File: src/rtl/uart_prog_loader_if.sv
// Purpose: byte stream in from the UART receiver, memory write port and load status out.
// Latency: none, this is only a bundle of wires.
// Backpressure: none; the byte side is a strobe, and the memory side is a fire-and-forget write pulse.
interface uart_prog_loader_if #(
    parameter int unsigned ADDR_W = 32
);
    logic [7:0]        rx_data;
    logic              rx_valid;
    logic              mem_we;
    logic [ADDR_W-1:0] mem_addr;
    logic [31:0]       mem_wdata;
    logic              cpu_hold;
    logic              load_done;
    logic              load_error;

    // System side: feeds bytes, observes writes and status
    modport master (
        output rx_data, rx_valid,
        input  mem_we, mem_addr, mem_wdata, cpu_hold, load_done, load_error
    );

    // Loader side
    modport slave (
        input  rx_data, rx_valid,
        output mem_we, mem_addr, mem_wdata, cpu_hold, load_done, load_error
    );
endinterface

File: src/rtl/uart_prog_loader.sv
// Purpose: parses LEN16 + 4*LEN byte frames into 32-bit LE memory writes; CHECKSUM_EN adds a trailing XOR byte.
// Latency: mem_we one cycle after a word's 4th byte; load_done one cycle after the frame's final byte.
// Backpressure: none; every rx_valid byte is consumed, and an idle gap of TIMEOUT cycles aborts the frame.
module uart_prog_loader #(
    parameter int unsigned       ADDR_W    = 32,
    parameter logic [ADDR_W-1:0] BASE_ADDR = '0,
    parameter int unsigned       TIMEOUT   = 2000000
) (
    input  logic              clk,
    input  logic              reset,
    uart_prog_loader_if.slave bus
);
    localparam int unsigned TMO_W = $clog2(TIMEOUT + 1);

`ifdef CHECKSUM_EN
    typedef enum logic [2:0] {LEN0, LEN1, DATA, CHK, DONE} state_t;
`else
    typedef enum logic [2:0] {LEN0, LEN1, DATA, DONE} state_t;
`endif

    state_t            state_q, state_d;
    logic [15:0]       len_q;
    logic [1:0]        byte_idx_q;
    logic [15:0]       word_idx_q;
    logic [23:0]       asm_q;
    logic [TMO_W-1:0]  tmo_q;
    logic              mem_we_q;
    logic [ADDR_W-1:0] mem_addr_q;
    logic [31:0]       mem_wdata_q;
    logic              hold_q;
    logic              done_q;
    logic              err_q;
`ifdef CHECKSUM_EN
    logic [7:0]        csum_q;
`endif

    logic take_len0, take_len1, take_byte, fin_ok, fin_err;
    logic tmo_hit, last_word, in_frame;

    // Timer reaches its limit on the TIMEOUT-th consecutive idle cycle
    assign tmo_hit   = (tmo_q == TMO_W'(TIMEOUT - 1));
    assign last_word = (byte_idx_q == 2'd3) && (word_idx_q == len_q - 16'd1);
    assign in_frame  = (state_q != LEN0) && (state_q != DONE);

    // State register
    always_ff @(posedge clk or negedge reset) begin
        if (!reset) state_q <= LEN0;
        else        state_q <= state_d;
    end

    // Next-state and per-cycle action strobes
    always_comb begin
        state_d   = state_q;
        take_len0 = 1'b0;
        take_len1 = 1'b0;
        take_byte = 1'b0;
        fin_ok    = 1'b0;
        fin_err   = 1'b0;
        case (state_q)
            LEN0, DONE: begin
                // DONE lasts one cycle; a byte arriving then already opens the next frame
                state_d = LEN0;
                if (bus.rx_valid) begin
                    take_len0 = 1'b1;
                    state_d   = LEN1;
                end
            end
            LEN1: begin
                if (bus.rx_valid) begin
                    take_len1 = 1'b1;
                    if ({bus.rx_data, len_q[7:0]} == 16'd0) begin
                        fin_ok  = 1'b1;
                        state_d = LEN0;
                    end else begin
                        state_d = DATA;
                    end
                end else if (tmo_hit) begin
                    fin_err = 1'b1;
                    state_d = LEN0;
                end
            end
            DATA: begin
                if (bus.rx_valid) begin
                    take_byte = 1'b1;
                    if (last_word) begin
`ifdef CHECKSUM_EN
                        state_d = CHK;
`else
                        fin_ok  = 1'b1;
                        state_d = DONE;
`endif
                    end
                end else if (tmo_hit) begin
                    fin_err = 1'b1;
                    state_d = LEN0;
                end
            end
`ifdef CHECKSUM_EN
            CHK: begin
                if (bus.rx_valid) begin
                    if (bus.rx_data == csum_q) begin
                        fin_ok  = 1'b1;
                        state_d = DONE;
                    end else begin
                        fin_err = 1'b1;
                        state_d = LEN0;
                    end
                end else if (tmo_hit) begin
                    fin_err = 1'b1;
                    state_d = LEN0;
                end
            end
`endif
            default: state_d = LEN0;
        endcase
    end

    // Datapath: length, word assembly, write port, status flags, idle timer
    always_ff @(posedge clk or negedge reset) begin
        if (!reset) begin
            len_q       <= '0;
            byte_idx_q  <= '0;
            word_idx_q  <= '0;
            asm_q       <= '0;
            tmo_q       <= '0;
            mem_we_q    <= 1'b0;
            mem_addr_q  <= '0;
            mem_wdata_q <= '0;
            hold_q      <= 1'b0;
            done_q      <= 1'b0;
            err_q       <= 1'b0;
`ifdef CHECKSUM_EN
            csum_q      <= '0;
`endif
        end else begin
            mem_we_q <= 1'b0;
            done_q   <= fin_ok;

            if (take_len0) begin
                len_q[7:0] <= bus.rx_data;
                err_q      <= 1'b0;
                hold_q     <= 1'b1;
            end
            if (take_len1) begin
                len_q[15:8] <= bus.rx_data;
                byte_idx_q  <= '0;
                word_idx_q  <= '0;
`ifdef CHECKSUM_EN
                csum_q      <= '0;
`endif
            end
            if (take_byte) begin
                byte_idx_q <= byte_idx_q + 2'd1;
`ifdef CHECKSUM_EN
                csum_q     <= csum_q ^ bus.rx_data;
`endif
                case (byte_idx_q)
                    2'd0: asm_q[7:0]   <= bus.rx_data;
                    2'd1: asm_q[15:8]  <= bus.rx_data;
                    2'd2: asm_q[23:16] <= bus.rx_data;
                    default: begin
                        // Separate output register frees asm_q for the next word immediately
                        mem_we_q    <= 1'b1;
                        mem_wdata_q <= {bus.rx_data, asm_q};
                        mem_addr_q  <= BASE_ADDR + ADDR_W'({word_idx_q, 2'b00});
                        word_idx_q  <= word_idx_q + 16'd1;
                    end
                endcase
            end
            if (fin_ok) hold_q <= 1'b0;
            if (fin_err) begin
                hold_q <= 1'b0;
                err_q  <= 1'b1;
            end

            if (bus.rx_valid || !in_frame || tmo_hit) tmo_q <= '0;
            else                                      tmo_q <= tmo_q + TMO_W'(1);
        end
    end

    assign bus.mem_we     = mem_we_q;
    assign bus.mem_addr   = mem_addr_q;
    assign bus.mem_wdata  = mem_wdata_q;
    assign bus.cpu_hold   = hold_q;
    assign bus.load_done  = done_q;
    assign bus.load_error = err_q;
endmodule

File: src/flat_wrapper.sv
// flat-port wrapper written by rule: the top's interface ports become plain ports
module uart_prog_loader_flat 
#(
    parameter int unsigned       ADDR_W    = 32,
    parameter logic [ADDR_W-1:0] BASE_ADDR = '0,
    parameter int unsigned       TIMEOUT   = 2000000
)
  (clk, reset, bus_rx_data, bus_rx_valid, bus_mem_we, bus_mem_addr, bus_mem_wdata, bus_cpu_hold, bus_load_done, bus_load_error);
  uart_prog_loader_if #(.ADDR_W(ADDR_W)) bus_i ();
  input  logic clk;
  input  logic reset;
  input wire logic [$bits(bus_i.rx_data)-1:0] bus_rx_data;
  input wire logic [$bits(bus_i.rx_valid)-1:0] bus_rx_valid;
  output wire logic [$bits(bus_i.mem_we)-1:0] bus_mem_we;
  output wire logic [$bits(bus_i.mem_addr)-1:0] bus_mem_addr;
  output wire logic [$bits(bus_i.mem_wdata)-1:0] bus_mem_wdata;
  output wire logic [$bits(bus_i.cpu_hold)-1:0] bus_cpu_hold;
  output wire logic [$bits(bus_i.load_done)-1:0] bus_load_done;
  output wire logic [$bits(bus_i.load_error)-1:0] bus_load_error;
  assign bus_i.rx_data = bus_rx_data;
  assign bus_i.rx_valid = bus_rx_valid;
  assign bus_mem_we = bus_i.mem_we;
  assign bus_mem_addr = bus_i.mem_addr;
  assign bus_mem_wdata = bus_i.mem_wdata;
  assign bus_cpu_hold = bus_i.cpu_hold;
  assign bus_load_done = bus_i.load_done;
  assign bus_load_error = bus_i.load_error;
  uart_prog_loader #(.ADDR_W(ADDR_W), .BASE_ADDR(BASE_ADDR), .TIMEOUT(TIMEOUT)) u_core (.clk(clk), .reset(reset), .bus(bus_i));
endmodule
File: config.mk
export PLATFORM = sky130hd
export DESIGN_NAME = uart_prog_loader_flat
export DESIGN_NICKNAME = d
export VERILOG_FILES = /design/src/rtl/uart_prog_loader_if.sv /design/src/rtl/uart_prog_loader.sv /design/src/flat_wrapper.sv
export SDC_FILE = /design/constraint.sdc
export NUM_CORES = 1
export LEC_CHECK = 0
export BUFFER_PORTS_ARGS = -buffer_cell sky130_fd_sc_hd__buf_4
export CAP_MARGIN = 20
export CORE_MARGIN = 2
export CORE_UTILIZATION = 50
export CTS_CLUSTER_SIZE = 8
export DETAILED_ROUTE_END_ITERATION = 10
export PLACE_DENSITY_LB_ADDON = 0.3
export SYNTH_ARGS = -nofsm -noshare
export SYNTH_HDL_FRONTEND = slang
export SYNTH_SLANG_ARGS = --single-unit
File: constraint.sdc
create_clock -name clk -period 5.5 [get_ports clk]
set_input_delay 1.1 -clock clk [delete_from_list [all_inputs] [get_ports clk]]
set_output_delay 1.1 -clock clk [all_outputs]
set_load 0.02 [all_outputs]
==> impl_metrics.csv, run 1 <==
group,metric,value,unit
finish,drive_above_1_share,19.4,%
floorplanning,dieArea,13600,um2
routing,drt_iter0_drc,330,
global_routing,grt.busiest_layer,"met2",
global_routing,use_met2,35.5,%
min_path,min-delay-start,"u_core.asm_q[6]",
floorplanning,die_h,117,um
synthesis,synth-edff-count,0,
global_routing,gr-total-overflow,0,
global_routing,grt.met1_usage,29.7,%
timing,period_needed,3.22,ns
placement,gp_congestion,0.830,
synthesis,synth-seq-cells,134,
finish,syn_to_final_growth,17.4,%
critical_path,max_stage_delay,0.62,ns
timing,setup-violations-final,0,
placement,numPlacedInstances,865,
synthesis,synthAdderAreaFrac,1.58,%
global_routing,gr-usage-all-layers,22.0,%
placement,detailed_place_hpwl,9.59,mm
clock_network,cts_tree,"built",
floorplanning,die_w,117,um
synthesis,synth_commonest_cells,"nand2_1 (193), dfrtp_1 (134), nor2_1 (44)",
critical_path,required,5.84,ns
synthesis,synth_flop_cell,"dfrtp_1",
global_routing,use_met3,5.50,%
synthesis,seq_area_frac_synth,52.9,%
global_routing,grt_pass1_vias,4601,
power_and_ir_drop,peakVddDrop,216,uV
timing,slew_violations,0,
synthesis,yosys.area_share.simple,23.5,%
synthesis,synth_top_family_by_area,"simple AND/OR/NAND/NOR gates",
routing,num_vias,4802,
synthesis,postSynthCellCount,654,
critical_path,cp_cell_sequence,"buf_4 -> nor4bb_1 -> buf_4 -> nand2_2 -> inv_2 -> nand4_1 -> or2_2 -> nor3_1 -> mux2i_1",
synthesis,synth_area_leaders,"dfrtp_1 (53%), nand2_1 (11%), mux2_2 (5.5%)",
timing,tightest_slew,0.871,ns
finish,fin_nets,731,
clock_network,cts_setup_buffers,0,
clock_network,root_buffer,"clkbuf_16",
min_path,hp-class,"reg2reg",
timing,period_share,58.5,%
clock_network,clock_latency,0.42,ns
critical_path,start_kind,"input port",
critical_path,cp_data_arrival_time,3.55,ns
timing,hold_viol_final,0,
clock_network,ctsLongestPathBuffers,2,
clock_network,hold_buffers,0,
critical_path,endpoint_kind,"register",
finish,instances_no_fill,897,
routing,drt_wl_total,14.1,mm
critical_path,critPathTopFamily,"simple AND/OR/NAND/NOR gates",
timing,slew_headroom,41.9,%
timing,finalClockSkew,0.0105,ns
finish,diodes,0,
clock_network,cts_htree_levels,4,
synthesis,yosysMostFrequentCell,"nand2_1",
synthesis,synth_compound_area_share,6.04,%
routing,route.detailed.drc,0,
clock_network,clock_sinks,134,
status,status,"finished, final reports clean",
routing,ant_nets,0,
timing,fmax,0.311,GHz
timing,rsz0062_at_grt,"no",
clock_network,cts_resized,0,
global_routing,grt_max_degree,55,
placement,numPortBuffers,62,
critical_path,path_buf_inv,3,
synthesis,synth_mux_area_share,6.30,%
floorplanning,fp.coreArea,12500,um2
floorplanning,io_pins,79,
clock_network,numCtsBuffers,17,
synthesis,synth_top_area_share,52.9,%
synthesis,synth_cell_type_count,55,
job,maxCapViolCount,0,
synthesis,yosys.area.top_type,"dfrtp_1",
floorplanning,rows,41,
routing,post_drt_wl_per_cell,15.7,um
synthesis,ys_warn_count,0,
synthesis,yosys.area_share.xor_xnor,5.39,%
routing,dr.pass1.iters,5,
critical_path,crit_path_start,"bus_rx_valid",
global_routing,grt_antenna_before_repair,0,
critical_path,worstSetupPathType,"in2reg",
global_routing,grt_pass1_wl,22.9,mm
power_and_ir_drop,leakage,3.66,nW
power_and_ir_drop,p_per_area,337,nW/um2
critical_path,critPathMostFrequentCell,"buf_4",
critical_path,r2r_slack,2.57,ns
clock_network,path_clk_slew,0.06,ns
floorplanning,initial_core_util,50.6,%
synthesis,avgSynthCellArea,9.69,um2
synthesis,syn-cell-area,6340,um2
critical_path,r2r_start,"u_core.state_q[1]",
synthesis,async_reset_ff_share,100,%
routing,vias_per_cell,5.35,
critical_path,critPathMaxFanout,52,
critical_path,slowest_stage,"inv_2",
timing,fin_tns_setup,0,ns
report_power, final:
part           leakage (nW)  internal, mW  total [mW]  switching [mW]
Combinational          1.58         0.129       0.298           0.170
Clock                 0.264         0.637        1.07           0.429
Sequential             1.82          1.06        1.14          0.0838
final timing paths:
path / endpoint / depth (start not counted)
max: u_core.word_idx_q[15] / 9
min: u_core.bus.mem_wdata[6] / 2
max reg2reg: u_core.word_idx_q[15] / 8
min reg2reg: u_core.bus.mem_wdata[6] / 2
max in group asynchronous: u_core.bus.mem_wdata[30] / 2
min in group asynchronous: u_core.tmo_q[4] / 1
placed cells by master, fill, tap and decap left out, drive strengths merged, types with 2 or more instances in the layout:
cell,n
nand2b,4
o2111ai,2
nor4,9
or4,3
nand3b,2
dfrtp,134
o22ai,2
and3,9
a22oi,2
o31ai,8
clkbuf,19
xnor2,18
nor2,44
mux2i,5
nor3,11
ha,8
inv,11
mux2,31
nand3,22
nand4,10
nor2b,3
conb,17
a21oi,8
or2,3
a22o,4
and4,3
nand2,193
clkinvlp,5
buf,66
clkinv,4
o21ai,13
a31oi,4
nor4b,3
o211ai,7
or3,4
a211o,2
xor2,21
stage by stage:
stage	hold WS, ns	power, mW	cell area, um2	util (%)	worst slack (ns)
2_1_floorplan	0.433	1.36	6400	-	2.53
3_3_place_gp	0.442	1.44	6880	54.9	2.02
3_5_place_dp	0.456	1.45	6880	54.9	1.90
4_1_cts	0.462	2.52	7440	59.5	2.31
5_1_grt	0.486	2.61	7440	59.5	2.07
6_report	0.463	2.51	7440	59.5	2.28
registers in the layout (all words and copies together) (netlist names):
name                   flops
u_core.bus.mem_wdata      32
u_core.asm_q              24
u_core.tmo_q              21
u_core.bus.mem_addr       16
u_core.len_q              16
u_core.word_idx_q         16
u_core.state_q             3
u_core.byte_idx_q          2
u_core.bus.cpu_hold        1
u_core.bus.load_done       1
u_core.bus.load_error      1
u_core.bus.mem_we          1
layer usage:
layer | part of all wire (%) | wire length [um]
met1 | 45 | 6380
met2 | 49 | 6920
met3 | 4.7 | 663
met4 | 0.80 | 113
met5 | 0 | 0
final cells by class:
class,count,area [um2]
Fill cell,1085,5070
Tap cell,172,215
Sequential cell,134,3350
Timing Repair Buffer,66,495
Clock buffer,19,443
Inverter,8,30.0
Multi-Input combinational cell,485,2780
Clock inverter,13,124
cell families after synthesis:
kind of cell,Yosys count
mux,36
buf+inv,51
compound gates,56
flops,134
xor+xnor,39
other cells,1
fa+ha+maj,8
simple gates,329
worst min-delay path: cells and delay by family (launching register included):
family	cells	cell delay, ns
and+or+nand+nor	2	0.10
DFF	1	0.33
(Power assumes the default switching activity.)
==> run 2: changes to the inputs <==
==> constraint.sdc (replaced) <==
create_clock -name clk -period 2.75 [get_ports clk]
set_input_delay 0.55 -clock clk [delete_from_list [all_inputs] [get_ports clk]]
set_output_delay 0.55 -clock clk [all_outputs]
set_load 0.02 [all_outputs]
==> run 2 against run 1 <==
Net effect: setup slack worse by 2.1 ns; clock power up 130%; sequential cell count unchanged; die area unchanged; global-route usage up 1.2 points; critical path type is now reg2reg; sequential power up 99%; sequential share of layout area down 0.97 points.
==> impl_metrics.csv, run 2 (synthesis gave the netlist of run 1 again) <==
group,metric,value,unit
finish,diodes,0,
timing,slew_violations,0,
finish,final_common_cell,"nand2_1",
routing,num_vias,4806,
critical_path,max_stage_delay,0.53,ns
power_and_ir_drop,internal_power,4.00,mW
routing,post_drt_wl_per_cell,16.2,um
finish,fillers,1060,
critical_path,cp_data_arrival_time,2.94,ns
floorplanning,rows,41,
placement,numPortBuffers,62,
routing,drt_wl_total,14.6,mm
global_routing,grt_max_degree,54,
timing,period_needed,2.59,ns
critical_path,critPathMaxFanout,8,
critical_path,required,3.10,ns
finish,fin_nets,738,
critical_path,slowest_stage,"nor4_1",
placement,gp_congestion,0.933,
timing,tightest_slew,0.627,ns
min_path,hp-class,"in2async",
floorplanning,io_pins,79,
clock_network,clock_sinks,134,
clock_network,numCtsBuffers,17,
floorplanning,fp.coreArea,12500,um2
global_routing,grt_pass1_vias,4833,
timing,finalClockSkew,0.00561,ns
global_routing,gr-usage-all-layers,23.2,%
power_and_ir_drop,power.share.sequential,42.1,%
finish,syn_to_final_growth,20.1,%
power_and_ir_drop,leakage,3.75,nW
global_routing,grt_antenna_before_repair,0,
finish,drive_above_1_share,20.6,%
routing,ant_nets,0,
critical_path,start_kind,"register",
floorplanning,die_w,117,um
critical_path,cp_cell_sequence,"nor4_1 -> nand4_1 -> xnor2_1 -> or4_1 -> or4_4 -> a21oi_2",
clock_network,root_buffer,"clkbuf_16",
timing,setup-violations-final,0,
clock_network,ctsLongestPathBuffers,2,
routing,drt_iter0_drc,305,
routing,dr.pass1.iters,4,
timing,fmax,0.386,GHz
critical_path,worstSetupPathType,"reg2reg",
finish,largest_reg_flops,32,
global_routing,gr-total-overflow,0,
floorplanning,initial_core_util,50.6,%
finish,mostFrequentLayoutCells,"nand2_1 (192), dfrtp_1 (133), buf_4 (71), nor2_1 (44), mux2_2 (31)",
power_and_ir_drop,switchingPower,1.39,mW
clock_network,cts_tree,"built",
clock_network,cts_htree_levels,4,
routing,vias_per_cell,5.32,
placement,numPlacedInstances,872,
placement,detailed_place_hpwl,9.94,mm
critical_path,crit_path_start,"u_core.len_q[6]",
clock_network,hold_buffers,0,
critical_path,endpoint_kind,"register",
power_and_ir_drop,clockPowerShare,46.1,%
power_and_ir_drop,peakVddDrop,415,uV
floorplanning,dieArea,13600,um2
job,maxCapViolCount,0,
floorplanning,die_h,117,um
clock_network,path_clk_slew,0.06,ns
finish,fin_util,60.8,%
timing,fin_tns_setup,0,ns
finish,instances_no_fill,904,
clock_network,clock_latency,0.42,ns
routing,route.detailed.drc,0,
power_and_ir_drop,power_frac_comb,11.9,%
power_and_ir_drop,p_sw_share,25.7,%
timing,hold_viol_final,0,
timing,rsz0062_at_grt,"no",
timing,slew_headroom,58.2,%
global_routing,grt_pass1_wl,24.3,mm
power_and_ir_drop,p_per_area,708,nW/um2
status,status,"finished, final reports clean",
timing,period_share,94.2,%
critical_path,r2r_start,"u_core.len_q[6]",
-- run 2: cell count changes in the layout (fill, tap and decap cells not counted), sizes merged --
cell and delta:
bufinv +4, buf +7, clkbuf -2, clkinv +1, inv -1, clkinvlp -2
-- run 2: worst max-delay path, delay by kind of cell (launching register included) --
family	cells	cell delay (ns)
compound gates	1	0.15
xor+xnor	1	0.16
flops	1	0.47
simple gates	4	1.73
-- run 2: layer usage --
layer	vias to the layer above	wire length (um)	share of wire, %	GRT usage (%)
li1	2308	-	-	-
met1	2371	6670	46	31.0
met2	112	7050	48	36.7
met3	15	721	4.9	6.23
met4	0	208	1.4	8.16
met5	-	0	0	0
-- run 2: path summary, 6_finish.rpt --
check | to | slack, ns | depth (start not counted)
worst min register to register | u_core.bus.mem_wdata[1] | 0.47 | 2
worst max-delay path | u_core.bus.load_done | 0.16 | 6
worst max register to register | u_core.bus.load_done | 0.16 | 6
worst min-delay path | u_core.tmo_q[2] | 0.14 | 1
max in group asynchronous | u_core.bus.mem_wdata[3] | 1.93 | 2
min in group clk | u_core.tmo_q[6] | 0.37 | 2
-- run 2: through the flow --
stage | power (mW) | instance area (um2) | hold WS [ns] | setup WS (ns)
after floorplan | 2.72 | 6400 | 0.254 | 0.299
after global placement | 2.91 | 6950 | 0.444 | 0.141
after detailed placement | 2.93 | 6950 | 0.458 | 0.0723
after CTS | 5.43 | 7610 | 0.159 | 0.0449
after global routing | 5.62 | 7610 | 0.176 | 0.0321
final | 5.39 | 7610 | 0.138 | 0.161
-- run 2: area by class of cell --
cell class	instances	area [um2]	share of cell area (%)
flip-flops and latches	134	3350	44.1
repair buffers	73	573	7.53
inverters	8	30.0	0.395
clock inverters	15	226	2.98
well taps	172	215	2.83
clock buffers	17	425	5.59
multi-input cells	485	2790	36.6
-- run 2: power groups by stage --
stage | Combinational (mW) | Sequential (mW) | Clock [mW]
after global placement | 0.619 | 2.29 | 0
final | 0.641 | 2.27 | 2.48
after global routing | 0.714 | 2.29 | 2.61
after detailed placement | 0.632 | 2.30 | 0
after floorplan | 0.459 | 2.26 | 0
after CTS | 0.642 | 2.27 | 2.52
-- run 2: repair_timing --
action | CTS | global route
resized for setup | 0 | 2
endpoints found under the hold margin | 0 | 0
setup endpoints to repair | 0 | 2
buffers inserted | 0 | 0
